==> src/rtl/fir_coeff_seq_ctrl.sv <==
// Coefficient-bank sequencer for the reconfigurable FIR: loads host coefficients into the
// SRAM bank, then runs one accumulate sweep plus one sum cycle per sample strobe.
module fir_coeff_seq_ctrl #(
   parameter int unsigned BANK_DEPTH = 10,
   parameter int unsigned MAX_COEFF  = 40,
   parameter int unsigned COEFF_W    = 16
) (
   input  logic               iClk_12M,
   input  logic               iRsn,
   input  logic               iEnSample_600k,
   input  logic               iLoadStart,
   input  logic [5:0]         iLoadNum,
   input  logic               iCoeffVld,
   input  logic [COEFF_W-1:0] iCoeffDt,
   output logic               oCoeffRdy,
   output logic               oCoeffiUpdateFlag,
   output logic               oCsnRam,
   output logic               oWrnRam,
   output logic [3:0]         oAddrRam,
   output logic [COEFF_W-1:0] oWrDtRam,
   output logic [5:0]         oNumOfCoeff,
   output logic               oAccEn,
   output logic               oSumEn,
   output logic               oLoadDone,
   output logic               oLoadErr,
   output logic               oSmpMiss
);

   localparam logic [3:0] AddrLast = 4'(BANK_DEPTH);
   localparam logic [5:0] NumMax   = 6'(MAX_COEFF);

   typedef enum logic [2:0] {StIdle, StLoad, StWaitSmp, StAcc, StSum} state_e;

   state_e state_q, state_d;
   logic [5:0] num_q, num_d;
   logic [5:0] cnt_q, cnt_d;
   logic [5:0] k_q, k_d;
   logic [3:0] slot_q, slot_d;
   logic       pend_q, pend_d;
   logic [5:0] pnum_q, pnum_d;

   logic               rdy_q, rdy_d, flag_q, flag_d, csn_q, csn_d, wrn_q, wrn_d;
   logic [3:0]         addr_q, addr_d;
   logic [COEFF_W-1:0] wrdt_q, wrdt_d;
   logic [5:0]         ncoef_q, ncoef_d;
   logic               acc_q, acc_d, sum_q, sum_d, done_q, done_d;
   logic               err_q, err_d, miss_q, miss_d;

   logic       start;
   logic [5:0] start_num;

   always_comb begin
      state_d   = state_q;
      num_d     = num_q;
      cnt_d     = cnt_q;
      k_d       = k_q;
      slot_d    = slot_q;
      pend_d    = pend_q;
      pnum_d    = pnum_q;
      rdy_d     = 1'b0;
      flag_d    = 1'b0;
      csn_d     = 1'b1;
      wrn_d     = 1'b1;
      addr_d    = 4'd0;
      wrdt_d    = wrdt_q;
      ncoef_d   = cnt_q;
      acc_d     = 1'b0;
      sum_d     = 1'b0;
      done_d    = 1'b0;
      err_d     = 1'b0;
      miss_d    = 1'b0;
      start     = 1'b0;
      start_num = iLoadNum;

      unique case (state_q)
         StIdle: start = iLoadStart;
         StLoad: begin
            flag_d  = 1'b1;
            ncoef_d = k_q;
            miss_d  = iEnSample_600k;
            if (!rdy_q) begin
               // Final write has been issued; publish the loaded count.
               state_d = StWaitSmp;
               flag_d  = 1'b0;
               cnt_d   = num_q;
               ncoef_d = num_q;
            end else if (iCoeffVld) begin
               csn_d  = 1'b0;
               wrn_d  = 1'b0;
               wrdt_d = iCoeffDt;
               addr_d = slot_q + 4'd1;
               k_d    = k_q + 6'd1;
               slot_d = (slot_q == AddrLast - 4'd1) ? 4'd0 : slot_q + 4'd1;
               done_d = (k_q == num_q - 6'd1);
               rdy_d  = (k_q != num_q - 6'd1);
            end else begin
               rdy_d = 1'b1;
            end
         end
         StWaitSmp: begin
            pend_d    = 1'b0;
            start     = pend_q | iLoadStart;
            start_num = pend_q ? pnum_q : iLoadNum;
            if (start) begin
               miss_d = iEnSample_600k;
            end else if (iEnSample_600k) begin
               state_d = StAcc;
               csn_d   = 1'b0;
               acc_d   = 1'b1;
               addr_d  = 4'd1;
            end
         end
         StAcc: begin
            miss_d = iEnSample_600k;
            if (iLoadStart) begin
               pend_d = 1'b1;
               pnum_d = iLoadNum;
            end
            if (addr_q == AddrLast) begin
               state_d = StSum;
               sum_d   = 1'b1;
            end else begin
               csn_d  = 1'b0;
               acc_d  = 1'b1;
               addr_d = addr_q + 4'd1;
            end
         end
         StSum: begin
            miss_d = iEnSample_600k;
            if (iLoadStart) begin
               pend_d = 1'b1;
               pnum_d = iLoadNum;
            end
            state_d = StWaitSmp;
         end
         default: state_d = StIdle;
      endcase

      if (start) begin
         if ((start_num != 6'd0) && (start_num <= NumMax)) begin
            state_d = StLoad;
            num_d   = start_num;
            k_d     = 6'd0;
            slot_d  = 4'd0;
            rdy_d   = 1'b1;
            flag_d  = 1'b1;
            ncoef_d = 6'd0;
         end else begin
            err_d = 1'b1;
         end
      end
   end

   always_ff @(posedge iClk_12M or negedge iRsn) begin
      if (!iRsn) begin
         state_q <= StIdle;
         num_q   <= '0;
         cnt_q   <= '0;
         k_q     <= '0;
         slot_q  <= '0;
         pend_q  <= 1'b0;
         pnum_q  <= '0;
         rdy_q   <= 1'b0;
         flag_q  <= 1'b0;
         csn_q   <= 1'b1;
         wrn_q   <= 1'b1;
         addr_q  <= '0;
         wrdt_q  <= '0;
         ncoef_q <= '0;
         acc_q   <= 1'b0;
         sum_q   <= 1'b0;
         done_q  <= 1'b0;
         err_q   <= 1'b0;
         miss_q  <= 1'b0;
      end else begin
         state_q <= state_d;
         num_q   <= num_d;
         cnt_q   <= cnt_d;
         k_q     <= k_d;
         slot_q  <= slot_d;
         pend_q  <= pend_d;
         pnum_q  <= pnum_d;
         rdy_q   <= rdy_d;
         flag_q  <= flag_d;
         csn_q   <= csn_d;
         wrn_q   <= wrn_d;
         addr_q  <= addr_d;
         wrdt_q  <= wrdt_d;
         ncoef_q <= ncoef_d;
         acc_q   <= acc_d;
         sum_q   <= sum_d;
         done_q  <= done_d;
         err_q   <= err_d;
         miss_q  <= miss_d;
      end
   end

   assign oCoeffRdy         = rdy_q;
   assign oCoeffiUpdateFlag = flag_q;
   assign oCsnRam           = csn_q;
   assign oWrnRam           = wrn_q;
   assign oAddrRam          = addr_q;
   assign oWrDtRam          = wrdt_q;
   assign oNumOfCoeff       = ncoef_q;
   assign oAccEn            = acc_q;
   assign oSumEn            = sum_q;
   assign oLoadDone         = done_q;
   assign oLoadErr          = err_q;
   assign oSmpMiss          = miss_q;

endmodule

==> config.mk <==
export PLATFORM = sky130hd
export DESIGN_NAME = fir_coeff_seq_ctrl
export DESIGN_NICKNAME = d
export VERILOG_FILES = /design/src/rtl/fir_coeff_seq_ctrl.sv
export SDC_FILE = /design/constraint.sdc
export NUM_CORES = 1
export LEC_CHECK = 0
export ABC_CLOCK_PERIOD_IN_PS = 2800
export BUFFER_PORTS_ARGS = -buffer_cell sky130_fd_sc_hd__buf_2
export CAP_MARGIN = 20
export CORE_ASPECT_RATIO = 0.5
export CORE_MARGIN = 3
export CORE_UTILIZATION = 55
export CTS_BUF_LIST = sky130_fd_sc_hd__clkbuf_4 sky130_fd_sc_hd__clkbuf_8
export CTS_CLUSTER_SIZE = 16
export DETAILED_ROUTE_END_ITERATION = 7
export GPL_ROUTABILITY_DRIVEN = 0
export PLACE_DENSITY = 0.77
export SLEW_MARGIN = 0
export SYNTH_ARGS = -nofsm -noshare
export SYNTH_HDL_FRONTEND = slang
export SYNTH_SLANG_ARGS = --single-unit
export TNS_END_PERCENT = 10
==> constraint.sdc <==
create_clock -name iClk_12M -period 2.8 [get_ports iClk_12M]
set_clock_uncertainty 0.1 [all_clocks]
set_input_delay 0.14 -clock iClk_12M [delete_from_list [all_inputs] [get_ports iClk_12M]]
set_output_delay 0.14 -clock iClk_12M [all_outputs]
set_load 0.02 [all_outputs]
==> summary.txt <==
Status
  • Outcome: finished clean

STA
  • Min cycle time layout: 2.36 ns
  • RSZ-0062 raised after global routing: no
  • Max Slew Vio Count: 0
  • Final period utilization: 84.1%
  • Final setup violation count: 0
  • Worst hold slack: 0.0413 ns
  • Normalized max-slew margin: 61.9%
  • Worst slew pin tran: 0.570 ns
  • Final hold violation count: 0
  • Setup tns final: 0 ns
  • Achievable Freq: 425 MHz

Pwr
  • P_int: 2.49 mW
  • Sequential share of power: 41.2%
  • Worst vdd ir: 0.638 mV
  • Clock Power Share: 20.2%
  • PD cells: 1010 nW/um^2
  • Sw Ratio: 38.5%
  • NetSw: 1.56 mW
  • Pleak: 1.97 nW
  • Logic pwr share: 38.6%

Synth
  • Avg Cell Area, Syn: 10.4 um^2
  • Yosys warning count: 0
  • Synth cell types: 43
  • Mapped cell area: 3180 um^2
  • Syn nets: 339
  • Seq cells post-synth: 67
  • Gate Count Post-Synth: 306
  • Post-synthesis sequential area ratio: 52.9%

Cells and area
  • Share of cells above drive strength 1: 27.1%
  • Filler cells: 369
  • Final net count: 428
  • N_diodes: 0
  • Layout area overhead: 26.0%
  • Final Non-Filler Cells: 469
  • Multi-input gate area: 1390 um^2
  • Register area: 1680 um^2

Min path
  • Type of the worst min-delay path: in2reg

Detailed routing
  • Remaining DRCs: 0
  • Post-DR vias/cell: 5.48
  • Drt first pass iters: 4
  • Antenna Nets Post-Route: 0
  • Drt total wl: 7.07 mm
  • Initial drt markers: 168
  • Wire per inst: 15.1 um
  • Vias: 2571

CTS
  • CTS tree: done
  • CTS H-Tree Depth: 3
  • Post-CTS Setup Inserts: 0
  • Clock Sinks: 67
  • Post-CTS sizing: 0
  • Clock latency on the worst-skew pair: 0.34 ns
  • CTS Buffer Depth: 2
  • TritonCTS buffer count: 9
  • Clk slew on worst S/H paths: 0.07 ns
  • Root Buffer: clkbuf_8

Floorplanning
  • Die area: 6780 um^2
  • Num rows: 18
  • Die Y: 59.7 um
  • Starting Density: 60.5%
  • Die width: 113 um
  • Top Ports: 62
  • Core area: 5250 um^2

Critical path
  • CP Capture Type: flip-flop
  • Maximum fanout along the worst path: 16
  • CP Class: reg2reg
  • Crit path required time: 2.91 ns
  • Flop2flop setup slack: 0.44 ns
  • Worst EP arrival: 2.47 ns
  • Critical Path Source Type: flip-flop

Global route
  • Global-route wire length before repair: 12.1 mm
  • Pin count of the biggest net entering global routing: 47
  • Gr usage total: 23.0%
  • Grt total ovfl: 0
  • Initial antenna violation count: 0
  • Vias in the first global route: 2556

Flow run
  • Maxcap violations: 0

Place
  • Buffers on Ports: 61
  • Hpwl dp: 4.66 mm
  • Placed Cells: 429
## repair_timing
item / 4_1_cts / 5_1_grt
hold buffers: 24 / 0
hold endpoints to repair: 65 / 0
endpoints found under the setup margin: 0 / 0
## cell usage in the layout, fill, tap and decap left out, types with 4 or more instances in the layout
master / instances
buf_4: 7
nand4_1: 4
o21ai_0: 5
xnor2_1: 7
nor3_1: 9
ha_1: 6
dlygate4sd3_1: 24
nand3_1: 4
xor2_1: 10
inv_1: 8
a21oi_1: 14
nand2_1: 62
a211oi_1: 7
nand2b_1: 4
dfrtp_1: 65
nor2_1: 26
mux2i_1: 11
clkbuf_8: 11
buf_2: 61
mux2_2: 18
## path summary, 6_finish.rpt
| path | startpoint | to | depth (start not counted) |
|---|---|---|---|
| min | iLoadNum[4] | pnum_q[4] | 2 |
| min in group asynchronous | iRsn | oWrDtRam[3] | 2 |
| min reg2reg | oWrDtRam[11] | oWrDtRam[11] | 2 |
| max | state_q[2] | state_q[0] | 6 |
| max reg2reg | state_q[2] | state_q[0] | 6 |
| max in group asynchronous | iRsn | pnum_q[0] | 4 |
## cell usage after synthesis
library cell	n	area, um^2
a211oi_1	7	52.6
a21o_1	1	7.51
a21oi_1	14	70.1
a21oi_4	1	16.3
a31oi_1	2	12.5
a41oi_2	1	16.3
and2_1	1	6.26
and3_1	1	6.26
and4bb_1	1	12.5
buf_2	6	30.0
buf_4	1	7.51
buf_6	2	22.5
clkbuf_1	6	22.5
dfrtp_1	65	1630
dfstp_2	2	52.6
ha_1	6	75.1
inv_1	8	30.0
mux2_2	18	203
mux2i_1	11	110
nand2_1	62	233
nand2b_1	4	25.0
nand3_1	4	20.0
nand3b_1	1	7.51
nand4_1	4	25.0
nor2_1	26	97.6
nor2b_1	1	6.26
nor3_1	9	45.0
nor3b_1	1	7.51
nor3b_2	1	12.5
nor4_1	1	6.26
nor4b_4	1	23.8
o211a_1	1	10.0
o21a_1	1	7.51
o21ai_0	5	25.0
o21bai_1	1	7.51
o221ai_1	2	17.5
o22ai_1	3	18.8
o31a_1	2	17.5
or3_1	3	18.8
or3b_1	1	8.76
or4_1	1	7.51
xnor2_1	7	61.3
xor2_1	10	87.6
## metal layers
| metal | GRT usage, % | share of wire (%) | vias up |
|---|---|---|---|
| met5 | 0 | 0 | - |
| met4 | 9.76 | 1.5 | 0 |
| met3 | 6.27 | 5.4 | 10 |
| met2 | 37.2 | 46 | 86 |
| met1 | 29.9 | 47 | 1255 |
| li1 | - | - | 1220 |
## critical path, stage by stage, from the launching register on
cell and delay, ns:
dfrtp_1 0.54, and4bb_1 0.32, buf_4 0.19, a21oi_1 0.31
a21oi_4 0.17, buf_4 0.23, or3b_1 0.35
## flip-flops by register name (all words and copies together) (netlist names), 4 cells and up
name / count
cnt_q: 6
k_q: 6
num_q: 6
oAddrRam: 4
oNumOfCoeff: 6
oWrDtRam: 16
pnum_q: 6
slot_q: 4
## kinds of logic after synthesis
family | count (synthesis) | synth area share [%]
AO/OA/AOI/OAI | 41 | 8.78
XOR/XNOR | 17 | 4.69
adder cells (fa/ha/maj) | 6 | 2.36
buffers and inverters | 23 | 3.54
flip-flops | 67 | 52.9
multiplexers | 29 | 9.85
AND/OR/NAND/NOR | 123 | 17.9
## layout make-up
cell class	instances	area share, %
multi-input combinational	216	34.6
sequential	67	42.0
timing repair buffer	93	15.4
clock inverter	2	0.876
clock buffer	13	4.16
inverter	8	0.750
tap	70	2.19
## through the flow
step | util (%) | setup WS (ns) | cell area, um^2 | power [mW]
detailed placement | 67.5 | 0.466 | 3540 | 3.21
CTS | 75.9 | 0.446 | 3980 | 4.07
floorplan | - | 0.897 | 3180 | 2.75
finish | 76.3 | 0.444 | 4000 | 4.06
global placement | 67.5 | 0.577 | 3540 | 3.14
global route | 76.3 | 0.330 | 4000 | 4.32
## power by group through the flow
stage	registers (mW)	clock network, mW	logic [mW]
4_1_cts	1.66	0.836	1.57
6_report	1.67	0.820	1.57
2_1_floorplan	1.82	0	0.924
3_3_place_gp	1.65	0	1.49
5_1_grt	1.72	0.879	1.72
3_5_place_dp	1.67	0	1.54
Note: power is estimated with default switching activity, not from simulation.
